$ cat src/rtl/d_sramlike_axi_bridge_pkg.sv
// Shared definitions for the D-cache SRAM-like to AXI bridge: AXI field
// constants, access sizes, bridge state encodings and byte-strobe helpers.
package d_sramlike_axi_bridge_pkg;

  localparam logic [1:0] AXI_BURST_INCR  = 2'b01;
  localparam logic [1:0] AXI_RESP_OKAY   = 2'b00;
  localparam logic [1:0] AXI_RESP_SLVERR = 2'b10;

  localparam logic [1:0] SIZE_BYTE = 2'b00;
  localparam logic [1:0] SIZE_HALF = 2'b01;
  localparam logic [1:0] SIZE_WORD = 2'b10;

  typedef enum logic [2:0] {
    ST_IDLE    = 3'd0,
    ST_RD_ADDR = 3'd1,
    ST_RD_DATA = 3'd2,
    ST_WR_ADDR = 3'd3,
    ST_WR_RESP = 3'd4
  } bridge_state_e;

  // Byte-lane enables for an access; also shared with the cache write-mask logic.
  function automatic logic [3:0] size_addr_to_strb(input logic [1:0] size,
                                                   input logic [1:0] addr_lo);
    logic [3:0] strb;
    case (size)
      SIZE_BYTE: strb = 4'b0001 << addr_lo;
      SIZE_HALF: strb = addr_lo[1] ? 4'b1100 : 4'b0011;
      default:   strb = 4'b1111;
    endcase
    return strb;
  endfunction

  // The reserved size code 11 is issued as a word transfer.
  function automatic logic [2:0] size_to_axsize(input logic [1:0] size);
    logic [2:0] axsize;
    case (size)
      SIZE_BYTE: axsize = 3'b000;
      SIZE_HALF: axsize = 3'b001;
      default:   axsize = 3'b010;
    endcase
    return axsize;
  endfunction

endpackage

$ cat src/rtl/d_sramlike_axi_bridge.sv
// Single-outstanding, single-beat AXI master fronting the write-back D-cache
// miss/writeback port. One request is latched in IDLE and carried to completion.
module d_sramlike_axi_bridge
  import d_sramlike_axi_bridge_pkg::*;
#(
  parameter int          ID_WIDTH = 4,
  parameter int unsigned AXI_ID   = 1
) (
  input  logic                clk,
  input  logic                rst,
  // cache side
  input  logic                req,
  input  logic                wr,
  input  logic [1:0]          size,
  input  logic [31:0]         addr,
  input  logic [31:0]         wdata,
  output logic [31:0]         rdata,
  output logic                addr_ok,
  output logic                data_ok,
  // AR
  output logic [ID_WIDTH-1:0] arid,
  output logic [31:0]         araddr,
  output logic [7:0]          arlen,
  output logic [2:0]          arsize,
  output logic [1:0]          arburst,
  output logic                arvalid,
  input  logic                arready,
  // R
  input  logic [ID_WIDTH-1:0] rid,
  input  logic [31:0]         rdata_i,
  input  logic [1:0]          rresp,
  input  logic                rlast,
  input  logic                rvalid,
  output logic                rready,
  // AW
  output logic [ID_WIDTH-1:0] awid,
  output logic [31:0]         awaddr,
  output logic [7:0]          awlen,
  output logic [2:0]          awsize,
  output logic [1:0]          awburst,
  output logic                awvalid,
  input  logic                awready,
  // W
  output logic [31:0]         wdata_o,
  output logic [3:0]          wstrb,
  output logic                wlast,
  output logic                wvalid,
  input  logic                wready,
  // B
  input  logic [ID_WIDTH-1:0] bid,
  input  logic [1:0]          bresp,
  input  logic                bvalid,
  output logic                bready
);

  bridge_state_e state_r;
  logic          wr_q;
  logic [1:0]    size_q;
  logic [31:0]   addr_q;
  logic [31:0]   wdata_q;
  logic          aw_done_r;
  logic          w_done_r;

  logic          aw_hs_s;
  logic          w_hs_s;
  logic          wr_complete_s;
  logic          unused_s;

  assign aw_hs_s = awvalid & awready;
  assign w_hs_s  = wvalid & wready;
  // The write is accepted on the cycle the later of AW/W completes, whichever order they arrive in.
  assign wr_complete_s = (state_r == ST_WR_ADDR) & (aw_done_r | aw_hs_s) & (w_done_r | w_hs_s);

  assign addr_ok = (arvalid & arready) | wr_complete_s;
  assign data_ok = (rvalid & rready) | (bvalid & bready);
  assign rdata   = rdata_i;

  assign arid    = AXI_ID[ID_WIDTH-1:0];
  assign araddr  = addr_q;
  assign arlen   = 8'd0;
  assign arsize  = size_to_axsize(size_q);
  assign arburst = AXI_BURST_INCR;

  assign awid    = AXI_ID[ID_WIDTH-1:0];
  assign awaddr  = addr_q;
  assign awlen   = 8'd0;
  assign awsize  = size_to_axsize(size_q);
  assign awburst = AXI_BURST_INCR;

  assign wdata_o = wdata_q;
  assign wstrb   = size_addr_to_strb(size_q, addr_q[1:0]);
  assign wlast   = 1'b1;

  // Responses carry no error path and ids are not checked.
  assign unused_s = ^{rid, rresp, rlast, bid, bresp, wr_q};

  // Bridge FSM: request latch, channel valid/ready registers and AW/W completion flags.
  always_ff @(posedge clk or posedge rst) begin
    if (rst) begin
      state_r   <= ST_IDLE;
      wr_q      <= 1'b0;
      size_q    <= 2'b00;
      addr_q    <= 32'd0;
      wdata_q   <= 32'd0;
      aw_done_r <= 1'b0;
      w_done_r  <= 1'b0;
      arvalid   <= 1'b0;
      awvalid   <= 1'b0;
      wvalid    <= 1'b0;
      rready    <= 1'b0;
      bready    <= 1'b0;
    end else begin
      case (state_r)
        ST_IDLE: begin
          if (req) begin
            wr_q    <= wr;
            size_q  <= size;
            addr_q  <= addr;
            wdata_q <= wdata;
            if (wr) begin
              state_r <= ST_WR_ADDR;
              awvalid <= 1'b1;
              wvalid  <= 1'b1;
            end else begin
              state_r <= ST_RD_ADDR;
              arvalid <= 1'b1;
            end
          end
        end
        ST_RD_ADDR: begin
          if (arvalid && arready) begin
            arvalid <= 1'b0;
            rready  <= 1'b1;
            state_r <= ST_RD_DATA;
          end
        end
        ST_RD_DATA: begin
          if (rvalid && rready) begin
            rready  <= 1'b0;
            state_r <= ST_IDLE;
          end
        end
        ST_WR_ADDR: begin
          if (aw_hs_s) begin
            awvalid   <= 1'b0;
            aw_done_r <= 1'b1;
          end
          if (w_hs_s) begin
            wvalid   <= 1'b0;
            w_done_r <= 1'b1;
          end
          if (wr_complete_s) begin
            aw_done_r <= 1'b0;
            w_done_r  <= 1'b0;
            bready    <= 1'b1;
            state_r   <= ST_WR_RESP;
          end
        end
        ST_WR_RESP: begin
          if (bvalid && bready) begin
            bready  <= 1'b0;
            state_r <= ST_IDLE;
          end
        end
        default: begin
          state_r   <= ST_IDLE;
          aw_done_r <= 1'b0;
          w_done_r  <= 1'b0;
          arvalid   <= 1'b0;
          awvalid   <= 1'b0;
          wvalid    <= 1'b0;
          rready    <= 1'b0;
          bready    <= 1'b0;
        end
      endcase
    end
  end

endmodule

$ cat config.mk
export PLATFORM = sky130hd
export DESIGN_NAME = d_sramlike_axi_bridge
export DESIGN_NICKNAME = d
export VERILOG_FILES = /design/src/rtl/d_sramlike_axi_bridge_pkg.sv /design/src/rtl/d_sramlike_axi_bridge.sv
export SDC_FILE = /design/constraint.sdc
export NUM_CORES = 1
export LEC_CHECK = 0
export ABC_CLOCK_PERIOD_IN_PS = 4300
export CAP_MARGIN = 20
export CORE_AREA = 5 5 150 80
export CTS_CLUSTER_SIZE = 40
export DETAILED_ROUTE_END_ITERATION = 8
export DIE_AREA = 0 0 155 85
export PLACE_DENSITY_LB_ADDON = 0.08
export SETUP_SLACK_MARGIN = 0.5
export SLEW_MARGIN = 15
export SYNTH_ARGS = -nofsm -noshare
export SYNTH_HDL_FRONTEND = slang
export SYNTH_SLANG_ARGS = --single-unit
$ cat constraint.sdc
create_clock -name clk -period 4.3 [get_ports clk]
set_input_delay 0.43 -clock clk [delete_from_list [all_inputs] [get_ports clk]]
set_output_delay 0.43 -clock clk [all_outputs]
set_load 0.02 [all_outputs]
Yosys cells after proc, flatten, opt, wreduce, memory -nomap -nowiden
Cells that the tools add are included. W data, S select, Z words.

Flip-flop bits (word level): 76. Output and inout bits: 174. Logic and storage cells: 95.

Equal/unequal tests: 16. Shifts and indexed selects: 1. Muxes and demuxes: 32. Bitwise gates (word level): 16. Reductions and logical operators: 19.

Operators with widths (count): $ne A2 B2 Y1 const B (9); $mux W1 (15); $mux W3 (5); $pmux W1 S3 (5); $pmux W3 S5 (1); $reduce_and A4 Y1 (3); $reduce_or A3 Y1 (4); $pmux W4 S2 (1); $and A1 B1 Y1 (7); $eq A3 B2 Y1 const B (2); $ne A3 B3 Y1 const B (2); $reduce_and A2 Y1 (3); $reduce_and A3 Y1 (2); $not A1 Y1 (5); $reduce_and A5 Y1 (1); $mux W4 (1); $or A1 B1 Y1 (4); $pmux W1 S2 (2); $pmux W2 S2 (1); $reduce_or A4 Y1 (1); $shl A1 B2 Y4 const A (1); $eq A3 B1 Y1 const B (1); $eq A3 B3 Y1 const B (1); $logic_and A1 B1 Y1 (3); 4 further kinds (4).

Logic depth before layout (Yosys ltp)
Depth after elaboration: 6. Mapped depth: 5. Mapped depth without buffers: 3.

Worst setup path after synthesis
OpenSTA, ideal clock, no wires.

Kind: register -> output. Start: register awvalid. End: output port addr_ok. Data arrival time: 1140 ps. Required time: 3870 ps. Slack: 2730 ps. Stages on the path, launching flop included: 4. Buffers on the path: 0. Cells stage by stage: dfrtp_1 a21oi_1 nor2_1 a22o_1.

Longest elaborated chain between the ends: 5.

RTL lines: start: declaration (line d_sramlike_axi_bridge.sv:41) `output logic awvalid,`; start signal: assignment (line d_sramlike_axi_bridge.sv:108) `awvalid <= 1'b0;`; start signal: assignment (line d_sramlike_axi_bridge.sv:122) `awvalid <= 1'b1;`; start signal: assignment (line d_sramlike_axi_bridge.sv:145) `awvalid <= 1'b0;`; $and A1 B1 Y1 (line d_sramlike_axi_bridge.sv:69) `assign aw_hs_s = awvalid & awready;`; $or A1 B1 Y1 (line d_sramlike_axi_bridge.sv:72) `assign wr_complete_s = (state_r == ST_WR_ADDR) & (aw_done_r | aw_hs_s) & (w_done_r | w_hs_s);`; $and A1 B1 Y1 (2 in a row) (line d_sramlike_axi_bridge.sv:72); $or A1 B1 Y1 (line d_sramlike_axi_bridge.sv:74) `assign addr_ok = (arvalid & arready) | wr_complete_s;`; end: declaration (line d_sramlike_axi_bridge.sv:18) `output logic addr_ok,`.

Every way passes these cells.

Worst setup path in the final report
Start: register state_r[0]. End: output port addr_ok.

Longest elaborated chain between the ends: 4.

RTL lines: start: declaration (line d_sramlike_axi_bridge.sv:56) `bridge_state_e state_r;`; start signal: assignment (line d_sramlike_axi_bridge.sv:100) `state_r <= ST_IDLE;`; start signal: assignment (line d_sramlike_axi_bridge.sv:121) `state_r <= ST_WR_ADDR;`; start signal: assignment (line d_sramlike_axi_bridge.sv:125) `state_r <= ST_RD_ADDR;`; $eq A3 B2 Y1 (line d_sramlike_axi_bridge.sv:72); $and A1 B1 Y1 (2 in a row) (line d_sramlike_axi_bridge.sv:72); $or A1 B1 Y1 (line d_sramlike_axi_bridge.sv:74).

Every way passes these cells.

==> run metrics <==
Slew headroom=0.520; r2r endpoint=araddr[14]; Hold EP=wdata_o[18]; critical path launch point type=flip-flop; top cells by area, synth=dfrtp_1, buf_4, mux2_2; Top FF cell, synth=dfrtp_1; die area=13200 um2; final worst path period need=around 2.6 ns; Finished Core Util=0.519; Pleak=2.33 nW; worst hold path class=flip-flop to flip-flop; vias per std cell=4.37; R2R cell count=3; Port Buffers=185; Layout area overhead=44.6%; DR vias=2545; Req. time, crit path=3.87 ns; Min-Delay Path Depth=1; Yosys warnings=0; CP startpoint=state_r[0]; DRT iter0 DRCs=121; clk_skew=0.00680 ns; commonest non-fill, non-tap cell in the layout=clkdlybuf4s50_1; most frequent cells in the layout=clkdlybuf4s50_1, dfrtp_1, mux2_2, conb_1, clkbuf_16; final wirelength=between 9 and 10 mm; I/O Pins=294; met2 WL=about 4.1 mm; status=finished, final reports clean; Setup TNS Final=0 ns; vias in the first global route=2638; core area=10600 um2; min-delay src=wdata_o[18]; Hold Vio Cnt, Final=0; H-tree depth=3; maximum clock insertion buffer count=2; Post-CTS Resized=0; Power Density=868 nW/um2; fin. max-slew vios=0; GRT Total Usage=0.135; reg2reg start=state_r[0]; worst skew pair latency=0.32 ns; share of cells above drive strength 1=0.195; area leader, netlist=dfrtp_1; CP endpoint kind=output pin; first-pass GRT wire length=14.2 mm; FP Rows=27; CTS root buffer=clkbuf_16; worst-margin pin slew=0.719 ns; number of synthesized flops with an enable pin=0; cell count after synthesis=around 310; Post-DRT Antenna Nets=0; register area share after synthesis=0.498; Yosys reg bits=76; WP data arrival=about 2.1 ns; Cell Area, Synth=3820 um2; register area=1900 um2; setup ws final=roughly 1.7 ns; DRC errors left=0; initial core utilization=0.359; post-DR wirelength/cell=15.8 um; CP Max Fanout=16; top-area cell type share of the netlist area=0.498; Max-cap violations=0; chip height=approximately 85 um; multi-input combinational cell area=1210 um2; Inserted Diodes=0; initial antenna violation count=0; # setup viols final=0; Yosys cell types=30; fillers=just under 1000; unrepaired setup endpoints after global routing=false; total congestion overflow=0; largest net degree at the start of global routing=41; WL met1=between 4 and 5 mm; CTS Buf Count=9; clock sink count=76; Crit Path Category=flip-flop to output pin; pre-CTS setup slack=roughly 1.8 ns; post-synthesis async set-or-reset flop share=1.00; Die Wd=about 160 um; worst reg-to-reg setup slack=2.36 ns; routed wl met3=890 um; Max Freq=388 MHz; Post-CTS Setup Repair Bufs=0; period utilisation layout=0.599; hpwl dp=6.87 mm; TritonRoute pass-1 iters=4; Mean Syn Cell Area=about 12 um2; highest routed layer=met4; Worst-path clk slew=0.06 ns; hold buffer count at cts=0; routability cong.=just under 0.8; VDD IR max=between 0.0004 and 0.0005 V; CTS tree=yes; Final #Nets=553
[power by group]
group | switching [mW] | internal, mW | leakage (nW)
Clock | 0.277 | 0.535 | 0.158
Combinational | 1.23 | 1.37 | 1.27
Sequential | 0.294 | 1.09 | 0.903
Total | 1.80 | 2.99 | 2.33
[layout make-up]
class                      count  area share
clock inverter                 4      0.0131
sequential                    76       0.345
multi-input combinational    151       0.219
clock buffer                  11      0.0458
tap                          145      0.0329
inverter                       7     0.00499
timing repair buffer         188       0.340
[cells in the mapped netlist (2+ instances only)]
library cell  instances
a21boi_0              2
nand3_1               2
conb_1                2
o21bai_1              4
mux2_2               65
nor2b_1               2
clkbuf_1              5
buf_2                 4
nor2_1                4
o21ai_0               5
dfrtp_1              76
a21o_1                5
nand4_1               2
nand2b_1              2
a222oi_1              2
a21oi_1               5
nand2_1               8
buf_4               100
inv_1                 7
o211ai_1              2
[how the worst max path moves through the flow]
| stage | endpoint | slack, ns | cells after the start |
|---|---|---|---|
| detailed placement | addr_ok | 1.78 | 5 |
| floorplan | araddr[0] | 1.93 | 1 |
| CTS | addr_ok | 1.73 | 3 |
| global route | addr_ok | 1.63 | 5 |
| global placement | addr_ok | 1.79 | 5 |
| finish | addr_ok | 1.73 | 3 |
[critical path: stages (launching register included)]
cell	delay [ns]
dfrtp_1	0.68
and3b_1	0.39
a22o_1	0.16
clkdlybuf4s50_1	0.60
[kinds of logic after synthesis]
family | after synthesis | synth area share
compound gates | 30 | 0.0554
buf+inv | 116 | 0.214
flops | 76 | 0.498
mux | 65 | 0.192
other cells | 2 | 0.00197
simple gates | 25 | 0.0390
[sequential cells by signal, summed over array words and instances, names as in the netlist]
name,flops
wdata_o,32
size_q,2
bready,1
araddr,32
aw_done_r,1
w_done_r,1
arvalid,1
wvalid,1
state_r,3
awvalid,1
rready,1
[per-stage QoR]
step	cell area [um2]	instances	hold slack (ns)	power [mW]
finish	5520	582	0.502	4.79
global route	5520	582	0.518	5.07
CTS	5520	582	0.508	4.87
detailed placement	5190	567	0.495	4.03
global placement	5190	567	0.488	4.00
floorplan	3930	343	0.486	3.00
[per-layer routing]
metal	up-vias	track usage
li1	1174	-
met1	1225	0.173
met2	129	0.208
met3	17	0.0647
met4	0	0.0321
met5	-	0
Power figures use the tool's default switching activity.
==> RTL change: new RTL, same flow settings <==
Change the parameter `ID_WIDTH` from 4 to 5.
--- a/src/rtl/d_sramlike_axi_bridge.sv
+++ b/src/rtl/d_sramlike_axi_bridge.sv
@@ -3,7 +3,7 @@
 module d_sramlike_axi_bridge
   import d_sramlike_axi_bridge_pkg::*;
 #(
-  parameter int          ID_WIDTH = 4,
+  parameter int          ID_WIDTH = 5,
   parameter int unsigned AXI_ID   = 1
 ) (
   input  logic                clk,
Ports: changed (resized arid, awid, bid and rid); port bits go from 294 to 298. The function was not compared with the original's and may differ.
==> RTL change against the unedited design <==
  * Die area is the same
  * Final area grew 0.16%
  * Area after synthesis grew 0.39%
  * Worst setup slack gained 0.0070 ns
  * Sequential cell count is the same
  * Total power grew 0.39%
  * Critical path depth is the same
  * Sequential share of layout area shrank 0.055 points
  * Global-route usage grew 1.0 points
  * Routed wire length grew 4.7%
  * Highest routed layer unchanged
==> RTL change: results (changes against the unedited design) <==
| Metric | Value |
|---|---|
| Outcome | `complete, no violations` |
| Arrival @ worst endpoint | `2.14 ns (about the same)` |
| Clock power share | `16.8% (-0.2 points)` |
| Met2 Use GR | `21.2% (+0.43 points)` |
| Antenna diode count | `0 (unchanged)` |
| Via density | `4.45 (+1.7%)` |
| Drt pass-1 iters | `4 (unchanged)` |
| Hold endpoint | `wdata_o[4]` |
| GR Layer Usage met1 | `19.0% (+1.7 points)` |
| P_sw | `1830 uW (+1.6%)` |
| Worst hold margin | `0.501 ns (-0.00151 ns)` |
| Peak supply drop | `396 uV (-1.7%)` |
| Post-Synth XOR/XNOR Area | `0% (unchanged)` |
| Reg2reg path depth | `4 (+1)` |
| Share of cells above drive strength 1 | `19.5% (+0.050 points)` |
| Largest net degree at the start of global routing | `59 (+44%)` |
| Vias in the first global route | `2,675 (+1.4%)` |
| First-pass GRT wire length | `14,800 um (+4.2%)` |
| Post-synthesis mux area share | `19.1% (-0.075 points)` |
| Critical R2R Capture | `awvalid` |
| Initial antenna violation count | `0 (unchanged)` |
| Hold path startpoint | `wdata_o[4]` |
| Leakage power total | `0.00234 uW (+0.60%)` |
| Top Family by Delay on Critical Path | `flip-flops` |
| All-Layer GR Usage | `14.5% (+1.0 points)` |
| Post-CTS sizing | `0 (unchanged)` |
| Nets | `558 (+0.90%)` |
| Overflow after GRT | `0 (unchanged)` |
| Finished Layout Cells | `586 (+0.69%)` |
| # placed instances | `570 (+0.53%)` |
| HP Class | `flip-flop to flip-flop` |
| Synth Instances | `316 (+0.64%)` |
| CTS buffer count | `9 (unchanged)` |
| Total Wirelength | `9600 um (+4.7%)` |
| Worst Skew | `0.00410 ns (-0.00270 ns)` |
| Clock Latency Late Sink | `0.33 ns` |
| CP peak stage delay | `0.68 ns (about the same)` |
| Netlist cell types | `30 (unchanged)` |
| Adder-cell share of the synthesized area | `0% (unchanged)` |
| DP Wirelength | `7340 um (+6.9%)` |
| Worst r2r src | `state_r[0]` |
| Post-synth top area cell | `dfrtp_1` |
| WHS Path Cells | `1 (unchanged)` |
| Max-Cap Viols | `0 (unchanged)` |
| Post-synth top cells | `buf_4 (102), dfrtp_1 (76), mux2_2 (65)` |
| Most area-consuming cells after synthesis | `dfrtp_1 (50%), buf_4 (20%), mux2_2 (19%)` |
| Dpl ws | `1.77 ns (-0.00263 ns)` |
| Synth Warn # | `0 (unchanged)` |
| Initial DRC count | `123 (+1.7%)` |
| Synth Area in Compound Gates | `5.52% (-0.022 points)` |
| Routability congestion estimate | `0.738 (-6.0%)` |
| Post-synthesis sequential area ratio | `49.6% (-0.20 points)` |
| R2R setup slack | `2.34 ns (-0.02 ns)` |
| Async SR Flop Fraction | `100% (unchanged)` |
| Reg clk slew, reported paths | `0.06 ns (about the same)` |
| Met3 usage | `7.03% (+0.56 points)` |
| Number of H-tree levels | `3 (unchanged)` |
| PortBufs | `185 (unchanged)` |
| Worst slew margin | `50.9% (-1.1 points)` |
| Crit path max fanout | `16 (unchanged)` |
RTL change: area by class of cell:
class	count	area (um2)
clock buffer	11	243
clock inverter	5	75.1
fill	937	5110
inverter	7	28.8
multi-input combinational	153	1220
sequential	76	1900
tap	145	181
timing repair buffer	189	1880
RTL change: metrics by stage:
stage / instance area, um2 / power, uW
floorplan: 3950 / 3000
global placement: 5210 / 4020
detailed placement: 5210 / 4050
CTS: 5530 / 4880
global route: 5530 / 5090
finish: 5530 / 4810
RTL change: worst max path at each step:
stage	start	endpoint	slack, ns	cells after the start
2_1_floorplan	rst	araddr[0]	1.93	1
3_3_place_gp	awready	addr_ok	1.80	5
3_5_place_dp	awready	addr_ok	1.77	5
4_1_cts	state_r[0]	addr_ok	1.75	3
5_1_grt	state_r[0]	addr_ok	1.62	3
6_report	state_r[0]	addr_ok	1.73	3
RTL change: layer usage:
metal  routed length, um  vias to the layer above
li1                    -                     1173
met1                4300                     1276
met2                4210                      144
met3                 986                       12
met4                 103                        0
met5                   0                        -
